`src/rtl/zmenu_cursor_ctrl.sv`:
```
// zmenu_cursor_ctrl: menu cursor with grouped items, wrap-around stepping,
// press-and-hold auto-repeat, per-group commit and cancel-to-committed.
//
// Ports:
//   clk, rst          clock; asynchronous active-high reset
//   en                block enable; low forces reset values synchronously
//   btn_prev/next     debounced step buttons (active-high levels)
//   btn_ok/cancel     debounced commit / revert buttons
//   cursor_index      flat cursor position (group*ITEMS_PER_GROUP + item)
//   cursor_group      group under the cursor
//   cursor_item       item within that group
//   sel_value         committed item per group, group g at [g*IDX_W +: IDX_W]
//   commit_pulse      one-cycle strobe on a commit
//   commit_group      group of the last commit
module zmenu_cursor_ctrl #(
    parameter int unsigned NUM_GROUPS      = 3,
    parameter int unsigned ITEMS_PER_GROUP = 5,
    parameter int unsigned IDX_W           = 8,
    parameter bit          LABEL_ITEM0     = 1'b1,
    parameter int unsigned REPEAT_DELAY    = 25000000,
    parameter int unsigned REPEAT_PERIOD   = 5000000,
    parameter logic [NUM_GROUPS*IDX_W-1:0] GROUP_DEFAULTS = {8'd1, 8'd1, 8'd0}
) (
    input  logic                        clk,
    input  logic                        rst,
    input  logic                        en,
    input  logic                        btn_prev,
    input  logic                        btn_next,
    input  logic                        btn_ok,
    input  logic                        btn_cancel,
    output logic [IDX_W-1:0]            cursor_index,
    output logic [IDX_W-1:0]            cursor_group,
    output logic [IDX_W-1:0]            cursor_item,
    output logic [NUM_GROUPS*IDX_W-1:0] sel_value,
    output logic                        commit_pulse,
    output logic [IDX_W-1:0]            commit_group
);

    localparam int unsigned      SEL_W       = NUM_GROUPS * IDX_W;
    localparam logic [IDX_W-1:0] MAX_IDX     = IDX_W'(NUM_GROUPS * ITEMS_PER_GROUP - 1);
    localparam logic [IDX_W-1:0] LAST_ITEM   = IDX_W'(ITEMS_PER_GROUP - 1);
    localparam logic [IDX_W-1:0] LAST_GROUP  = IDX_W'(NUM_GROUPS - 1);
    localparam logic [31:0]      DELAY_LAST  = 32'(REPEAT_DELAY - 1);
    localparam logic [31:0]      PERIOD_LAST = 32'(REPEAT_PERIOD - 1);

    typedef enum logic [1:0] {
        ST_IDLE   = 2'd0,
        ST_HOLD   = 2'd1,
        ST_REPEAT = 2'd2
    } state_t;

    state_t             state_q, state_d;
    logic               dir_prev_q, dir_prev_d;
    logic [31:0]        cnt_q, cnt_d;
    logic [3:0]         prev_q, prev_d;
    logic [3:0]         arm_q, arm_d;
    logic [IDX_W-1:0]   idx_d, grp_d, item_d, cgrp_d;
    logic [SEL_W-1:0]   sel_d;
    logic               pulse_d;

    logic [3:0]         btn_c;
    logic [3:0]         press_c;
    logic               held_c;
    logic [IDX_W-1:0]   cur_sel_c;
    logic               step;
    logic               step_prev;

    // Bit order: 0 prev, 1 next, 2 ok, 3 cancel.
    assign btn_c     = {btn_cancel, btn_ok, btn_next, btn_prev};
    // A button only arms after it has been seen low since reset/enable.
    assign press_c   = btn_c & ~prev_q & arm_q;
    assign held_c    = dir_prev_q ? btn_prev : btn_next;
    assign cur_sel_c = sel_value[cursor_group*IDX_W +: IDX_W];

    // State register.
    always_ff @(posedge clk or posedge rst) begin
        if (rst) begin
            state_q      <= ST_IDLE;
            dir_prev_q   <= 1'b0;
            cnt_q        <= '0;
            prev_q       <= '0;
            arm_q        <= '0;
            cursor_index <= '0;
            cursor_group <= '0;
            cursor_item  <= '0;
            sel_value    <= GROUP_DEFAULTS;
            commit_pulse <= 1'b0;
            commit_group <= '0;
        end else begin
            state_q      <= state_d;
            dir_prev_q   <= dir_prev_d;
            cnt_q        <= cnt_d;
            prev_q       <= prev_d;
            arm_q        <= arm_d;
            cursor_index <= idx_d;
            cursor_group <= grp_d;
            cursor_item  <= item_d;
            sel_value    <= sel_d;
            commit_pulse <= pulse_d;
            commit_group <= cgrp_d;
        end
    end

    // Next-state: auto-repeat FSM, then step > ok > cancel datapath.
    always_comb begin
        state_d    = state_q;
        dir_prev_d = dir_prev_q;
        cnt_d      = cnt_q;
        prev_d     = btn_c;
        arm_d      = arm_q | ~btn_c;
        idx_d      = cursor_index;
        grp_d      = cursor_group;
        item_d     = cursor_item;
        sel_d      = sel_value;
        pulse_d    = 1'b0;
        cgrp_d     = commit_group;
        step       = 1'b0;
        step_prev  = dir_prev_q;

        case (state_q)
            ST_IDLE: begin
                if (press_c[0]) begin
                    step       = 1'b1;
                    step_prev  = 1'b1;
                    dir_prev_d = 1'b1;
                    state_d    = ST_HOLD;
                    cnt_d      = '0;
                end else if (press_c[1]) begin
                    step       = 1'b1;
                    step_prev  = 1'b0;
                    dir_prev_d = 1'b0;
                    state_d    = ST_HOLD;
                    cnt_d      = '0;
                end
            end
            ST_HOLD: begin
                if (!held_c) begin
                    state_d = ST_IDLE;
                    cnt_d   = '0;
                end else if (cnt_q == DELAY_LAST) begin
                    step    = 1'b1;
                    state_d = ST_REPEAT;
                    cnt_d   = '0;
                end else begin
                    cnt_d = cnt_q + 32'd1;
                end
            end
            ST_REPEAT: begin
                if (!held_c) begin
                    state_d = ST_IDLE;
                    cnt_d   = '0;
                end else if (cnt_q == PERIOD_LAST) begin
                    step  = 1'b1;
                    cnt_d = '0;
                end else begin
                    cnt_d = cnt_q + 32'd1;
                end
            end
            default: begin
                state_d = ST_IDLE;
                cnt_d   = '0;
            end
        endcase

        if (step) begin
            if (step_prev) begin
                if (cursor_item == '0) begin
                    item_d = LAST_ITEM;
                    grp_d  = (cursor_group == '0) ? LAST_GROUP : cursor_group - 1'b1;
                end else begin
                    item_d = cursor_item - 1'b1;
                end
                idx_d = (cursor_index == '0) ? MAX_IDX : cursor_index - 1'b1;
            end else begin
                if (cursor_item == LAST_ITEM) begin
                    item_d = '0;
                    grp_d  = (cursor_group == LAST_GROUP) ? '0 : cursor_group + 1'b1;
                end else begin
                    item_d = cursor_item + 1'b1;
                end
                idx_d = (cursor_index == MAX_IDX) ? '0 : cursor_index + 1'b1;
            end
        end else if (state_q == ST_IDLE && press_c[2]) begin
            if (!(LABEL_ITEM0 && cursor_item == '0)) begin
                sel_d[cursor_group*IDX_W +: IDX_W] = cursor_item;
                pulse_d = 1'b1;
                cgrp_d  = cursor_group;
            end
        end else if (state_q == ST_IDLE && press_c[3]) begin
            // Rebase the flat index onto the committed item without a multiply.
            item_d = cur_sel_c;
            idx_d  = cursor_index - cursor_item + cur_sel_c;
        end

        if (!en) begin
            state_d    = ST_IDLE;
            dir_prev_d = 1'b0;
            cnt_d      = '0;
            prev_d     = '0;
            arm_d      = '0;
            idx_d      = '0;
            grp_d      = '0;
            item_d     = '0;
            sel_d      = GROUP_DEFAULTS;
            pulse_d    = 1'b0;
            cgrp_d     = '0;
        end
    end

endmodule
```
`config.mk`:
```
export PLATFORM = sky130hd
export DESIGN_NAME = zmenu_cursor_ctrl
export DESIGN_NICKNAME = d
export VERILOG_FILES = /design/src/rtl/zmenu_cursor_ctrl.sv
export SDC_FILE = /design/constraint.sdc
export NUM_CORES = 1
export LEC_CHECK = 0
export BUFFER_PORTS_ARGS = -buffer_cell sky130_fd_sc_hd__buf_2
export CORE_MARGIN = 4
export CORE_UTILIZATION = 55
export DETAILED_ROUTE_END_ITERATION = 6
export MAX_ROUTING_LAYER = met4
export PLACE_DENSITY_LB_ADDON = 0.08
export SLEW_MARGIN = 20
export SYNTH_ARGS = -nofsm -noshare
export SYNTH_HDL_FRONTEND = slang
export SYNTH_SLANG_ARGS = --single-unit
```
`constraint.sdc`:
```
create_clock -name clk -period 3.7 [get_ports clk]
set_input_delay 0.185 -clock clk [delete_from_list [all_inputs] [get_ports clk]]
set_output_delay 0.185 -clock clk [all_outputs]
set_load 0.02 [all_outputs]
```
==> results.rst <==
.. list-table::
   :header-rows: 1

   * - Metric
     - Value
   * - Run status
     - complete, no violations
   * - Height of the die
     - 120 um
   * - Required time of the critical path
     - 3.94 ns
   * - Leakage power
     - 3.49 nW
   * - Antenna violation net count after detailed routing
     - 0
   * - Crit-path max cell delay
     - 0.52 ns
   * - Number of vias after detailed routing
     - 6397
   * - FP Rows
     - 40
   * - CTS max path bufs
     - 2
   * - Drt via density
     - 6.30
   * - Endpoints failing setup
     - 0
   * - EDFF count, synth
     - 0
   * - Worst setup EP type
     - flop
   * - Sink count of the clock tree
     - 100
   * - Cell seen most often among critical-path stages
     - sky130_fd_sc_hd__fa_1
   * - Total negative slack
     - 0 ns
   * - Residual overflow from global routing
     - 0
   * - Number of optimization iterations in the first detailed-route pass
     - 5
   * - Total I/O pin count
     - 64
   * - Routed wire per std cell
     - 18.5 um
   * - Crit-path cells
     - nor2_1, nand2_1, fa_1, inv_1, fa_1, a211oi_1, o21bai_1, a21oi_1, xor2_1, o211ai_1, and3_1
   * - Maximum number of pins on one net before global-route repair
     - 76
   * - Type of the tightest min-delay check
     - in2reg
   * - Top cell type by total area after synthesis
     - sky130_fd_sc_hd__dfrtp_1
   * - Slowest stage cell on the critical path
     - sky130_fd_sc_hd__dfrtp_1
   * - Number of cells produced by synthesis
     - 799
   * - Post_cts resized
     - 0
   * - Estimated wirelength of the detail-placed design
     - 13300 um
   * - Fraction of post-synthesis cell area in the top cell type by area
     - 35.8%
   * - Worst hold start
     - btn_prev
   * - Yosys Warn Count
     - 0
   * - Async set or reset register ratio after synthesis
     - 100%
   * - Worst r2r path cells
     - 11
   * - Hold depth
     - 2
   * - Endpoint of the lowest-slack register-to-register path
     - cursor_index[6]$_DFFE_PP0P_
   * - Largest fanout of any net on the critical path
     - 13
   * - Path type of the worst setup path
     - reg2reg
   * - All-Layer GR Usage
     - 27.3%
   * - Maximum achievable frequency
     - 0.300 GHz
   * - Layout area overhead
     - 11.4%
   * - Primary flip-flop cell chosen by synthesis mapping
     - sky130_fd_sc_hd__dfrtp_1
   * - Clk_skew
     - 0.0145 ns
   * - Core area
     - 12100 um2
   * - Initial Utilization
     - 56.5%
   * - First-pass GRT wire length
     - 30700 um
   * - Final hold viol count
     - 0
   * - Later-pin clock latency in the skew report
     - 0.35 ns
   * - Final GP Congestion
     - 0.924
   * - Antenna cell count
     - 0
   * - Count of final max-slew check failures
     - 0
   * - Max cap viols
     - 0
   * - Destination of the worst hold path
     - arm_q[0]$_DFF_PP0_
   * - Measured slew at the worst slew-check pin
     - 0.990 ns
   * - Number of synthesized register bits
     - 100
   * - Worst slew slack as a fraction of its limit
     - 33.1%
   * - VDD IR max
     - 0.261 mV
   * - Data arrival at the endpoint of the critical path
     - 3.57 ns
   * - DRT Wirelength
     - 18800 um
   * - CTS H-Tree Depth
     - 3
   * - DIE AREA
     - 14300 um2
   * - Clk root buf
     - sky130_fd_sc_hd__clkbuf_16
   * - Initial antenna violation count
     - 0
   * - Synth cell types
     - 72
   * - Vias in the first global route
     - 5959
   * - Beginning of the worst register-to-register path
     - cursor_group[3]$_DFFE_PP0P_
   * - Cell types with the largest area share after synthesis
     - sky130_fd_sc_hd__dfrtp_1, sky130_fd_sc_hd__nand2_1, sky130_fd_sc_hd__mux2i_1
   * - Share of final-layout standard cells stronger than drive strength 1
     - 14.0%
   * - Post-layout minimum cycle time
     - 3.33 ns
   * - Final Core Density
     - 62.9%
   * - Hold buffer count at CTS
     - 0
   * - CTS tree
     - built
   * - Slack of the worst reg-to-reg path
     - 0.37 ns
   * - Clock transition time at the flip-flop clock pins of the worst setup and hold paths
     - 0.07 ns
   * - Detailed-route DRC error count
     - 0
   * - Number of nets in the layout
     - 879
   * - Post-synth design cell area
     - 6840 um2
   * - Setup repair after global routing missed its margin
     - false
   * - TritonCTS buffer count
     - 9
   * - Mapped Avg Cell Area
     - 8.56 um2
   * - Detailed Route Iter0 Violations
     - 581
   * - Post-CTS Repair Setup Buffers
     - 0
   * - Total nets after synthesis
     - 835
   * - IO buf count
     - 63
   * - Final worst-path cycle share
     - 90.0%
   * - PwrDens
     - 377 nW/um2
   * - Startpoint class of the critical path
     - flop
   * - Fraction of the yosys area taken by sequential cells
     - 36.6%
   * - Worst hold margin
     - 0.0350 ns
   * - Die width
     - 120 um
critical path: cells and delay by family, from the launching register on:
family,cells,cell delay (ns)
AO/OA/AOI/OAI,4,0.71
XOR/XNOR,1,0.16
adder cells (fa/ha/maj),2,0.99
buffers and inverters,1,0.07
flip-flops,1,0.52
AND/OR/NAND/NOR,3,0.77
layout make-up:
type | count | area (um2)
inverters | 43 | 164
well taps | 168 | 210
fillers | 1080 | 4490
clock buffers | 10 | 229
clock inverters | 6 | 81.3
multi-input cells | 606 | 3970
flip-flops and latches | 100 | 2500
repair buffers | 83 | 465
cell families after synthesis:
group | Yosys count | share of synthesized area (%)
muxes | 37 | 5.43
buffers and inverters | 93 | 5.70
and+or+nand+nor | 331 | 24.4
AOI/OAI and AO/OA | 181 | 18.2
xor gates and xnor gates | 28 | 3.58
adders and majority gates | 29 | 6.07
DFF | 100 | 36.6
registers in the layout, indices dropped and copies added (netlist names):
name and count:
cursor_item 8, commit_pulse 1, dir_prev_q 1, arm_q 4, cnt_q 32, sel_value 24
cursor_group 8, cursor_index 8, commit_group 8, state_q 2, prev_q 4
Yosys cell counts, types with 4 or more instances:
cell type                    n
sky130_fd_sc_hd__nand2_1   102
sky130_fd_sc_hd__dfrtp_1    98
sky130_fd_sc_hd__nor2_1     65
sky130_fd_sc_hd__o21ai_0    49
sky130_fd_sc_hd__inv_1      43
sky130_fd_sc_hd__nand3_1    39
sky130_fd_sc_hd__clkbuf_1   38
sky130_fd_sc_hd__mux2i_1    36
sky130_fd_sc_hd__a21oi_1    35
sky130_fd_sc_hd__ha_1       22
sky130_fd_sc_hd__xor2_1     20
sky130_fd_sc_hd__nand4_1    19
sky130_fd_sc_hd__nor3_1     19
sky130_fd_sc_hd__and3_1     13
sky130_fd_sc_hd__and2_1     12
sky130_fd_sc_hd__or3_1      11
sky130_fd_sc_hd__a211oi_1   10
sky130_fd_sc_hd__nor4_1     10
sky130_fd_sc_hd__or4_1       9
sky130_fd_sc_hd__a22o_1      8
sky130_fd_sc_hd__xnor2_1     8
sky130_fd_sc_hd__fa_1        7
sky130_fd_sc_hd__nor2b_1     7
sky130_fd_sc_hd__o211ai_1    7
sky130_fd_sc_hd__a311oi_1    6
sky130_fd_sc_hd__buf_2       6
sky130_fd_sc_hd__o221ai_1    6
sky130_fd_sc_hd__a21o_1      5
sky130_fd_sc_hd__o22ai_1     5
sky130_fd_sc_hd__a221o_1     4
sky130_fd_sc_hd__a22oi_1     4
sky130_fd_sc_hd__a31oi_1     4
sky130_fd_sc_hd__buf_6       4
sky130_fd_sc_hd__o31ai_1     4
how the worst max path moves through the flow:
stage          slack (ns)                     endpoint                        start  cells past startpoint
6_report             0.37  cursor_index[6]$_DFFE_PP0P_  cursor_group[3]$_DFFE_PP0P_                     11
5_1_grt              0.02  cursor_index[6]$_DFFE_PP0P_  cursor_group[3]$_DFFE_PP0P_                     12
4_1_cts              0.39  cursor_index[6]$_DFFE_PP0P_  cursor_group[3]$_DFFE_PP0P_                     11
3_5_place_dp         0.43  cursor_index[6]$_DFFE_PP0P_  cursor_group[3]$_DFFE_PP0P_                     11
3_3_place_gp         0.47  cursor_index[6]$_DFFE_PP0P_  cursor_group[3]$_DFFE_PP0P_                     11
2_1_floorplan        0.12  cursor_index[6]$_DFFE_PP0P_  cursor_group[0]$_DFFE_PP0P_                     14
report_power, final:
part / internal (mW) / switching (mW)
Combinational: 0.254 / 0.466
Clock: 0.538 / 0.441
Sequential: 1.12 / 0.0557
through the flow:
step	instance area [um2]	cells	setup WS (ns)	total power, mW
2_1_floorplan	6840	799	0.124	1.72
3_3_place_gp	7310	1000	0.467	1.89
3_5_place_dp	7310	1000	0.425	1.90
4_1_cts	7620	1016	0.392	2.88
5_1_grt	7620	1016	0.0152	3.02
6_report	7620	1016	0.370	2.87
layout by cell type, fill, tap and decap left out, drive strengths merged, types with 6 or more instances in the layout:
master / count
buf: 83
or3: 11
nor3: 19
nand3: 40
or4: 9
ha: 22
nor4: 11
a21oi: 35
o211ai: 7
clkbuf: 10
dfrtp: 98
a22o: 8
o221ai: 6
nor2b: 7
mux2i: 36
xor2: 20
a211oi: 11
inv: 45
xnor2: 8
o21ai: 49
fa: 7
nor2: 65
nand4: 20
a311oi: 6
and3: 13
and2: 15
nand2: 103
per-layer routing:
metal  up-vias  track usage (%)  routed length, um
li1       2983                -                  -
met1      3097             38.5               8590
met4         0             9.95                462
met3        39             5.04               1440
met2       278             39.7               8320
met5         -                -                  0
Note: power is estimated with default switching activity, not from simulation.
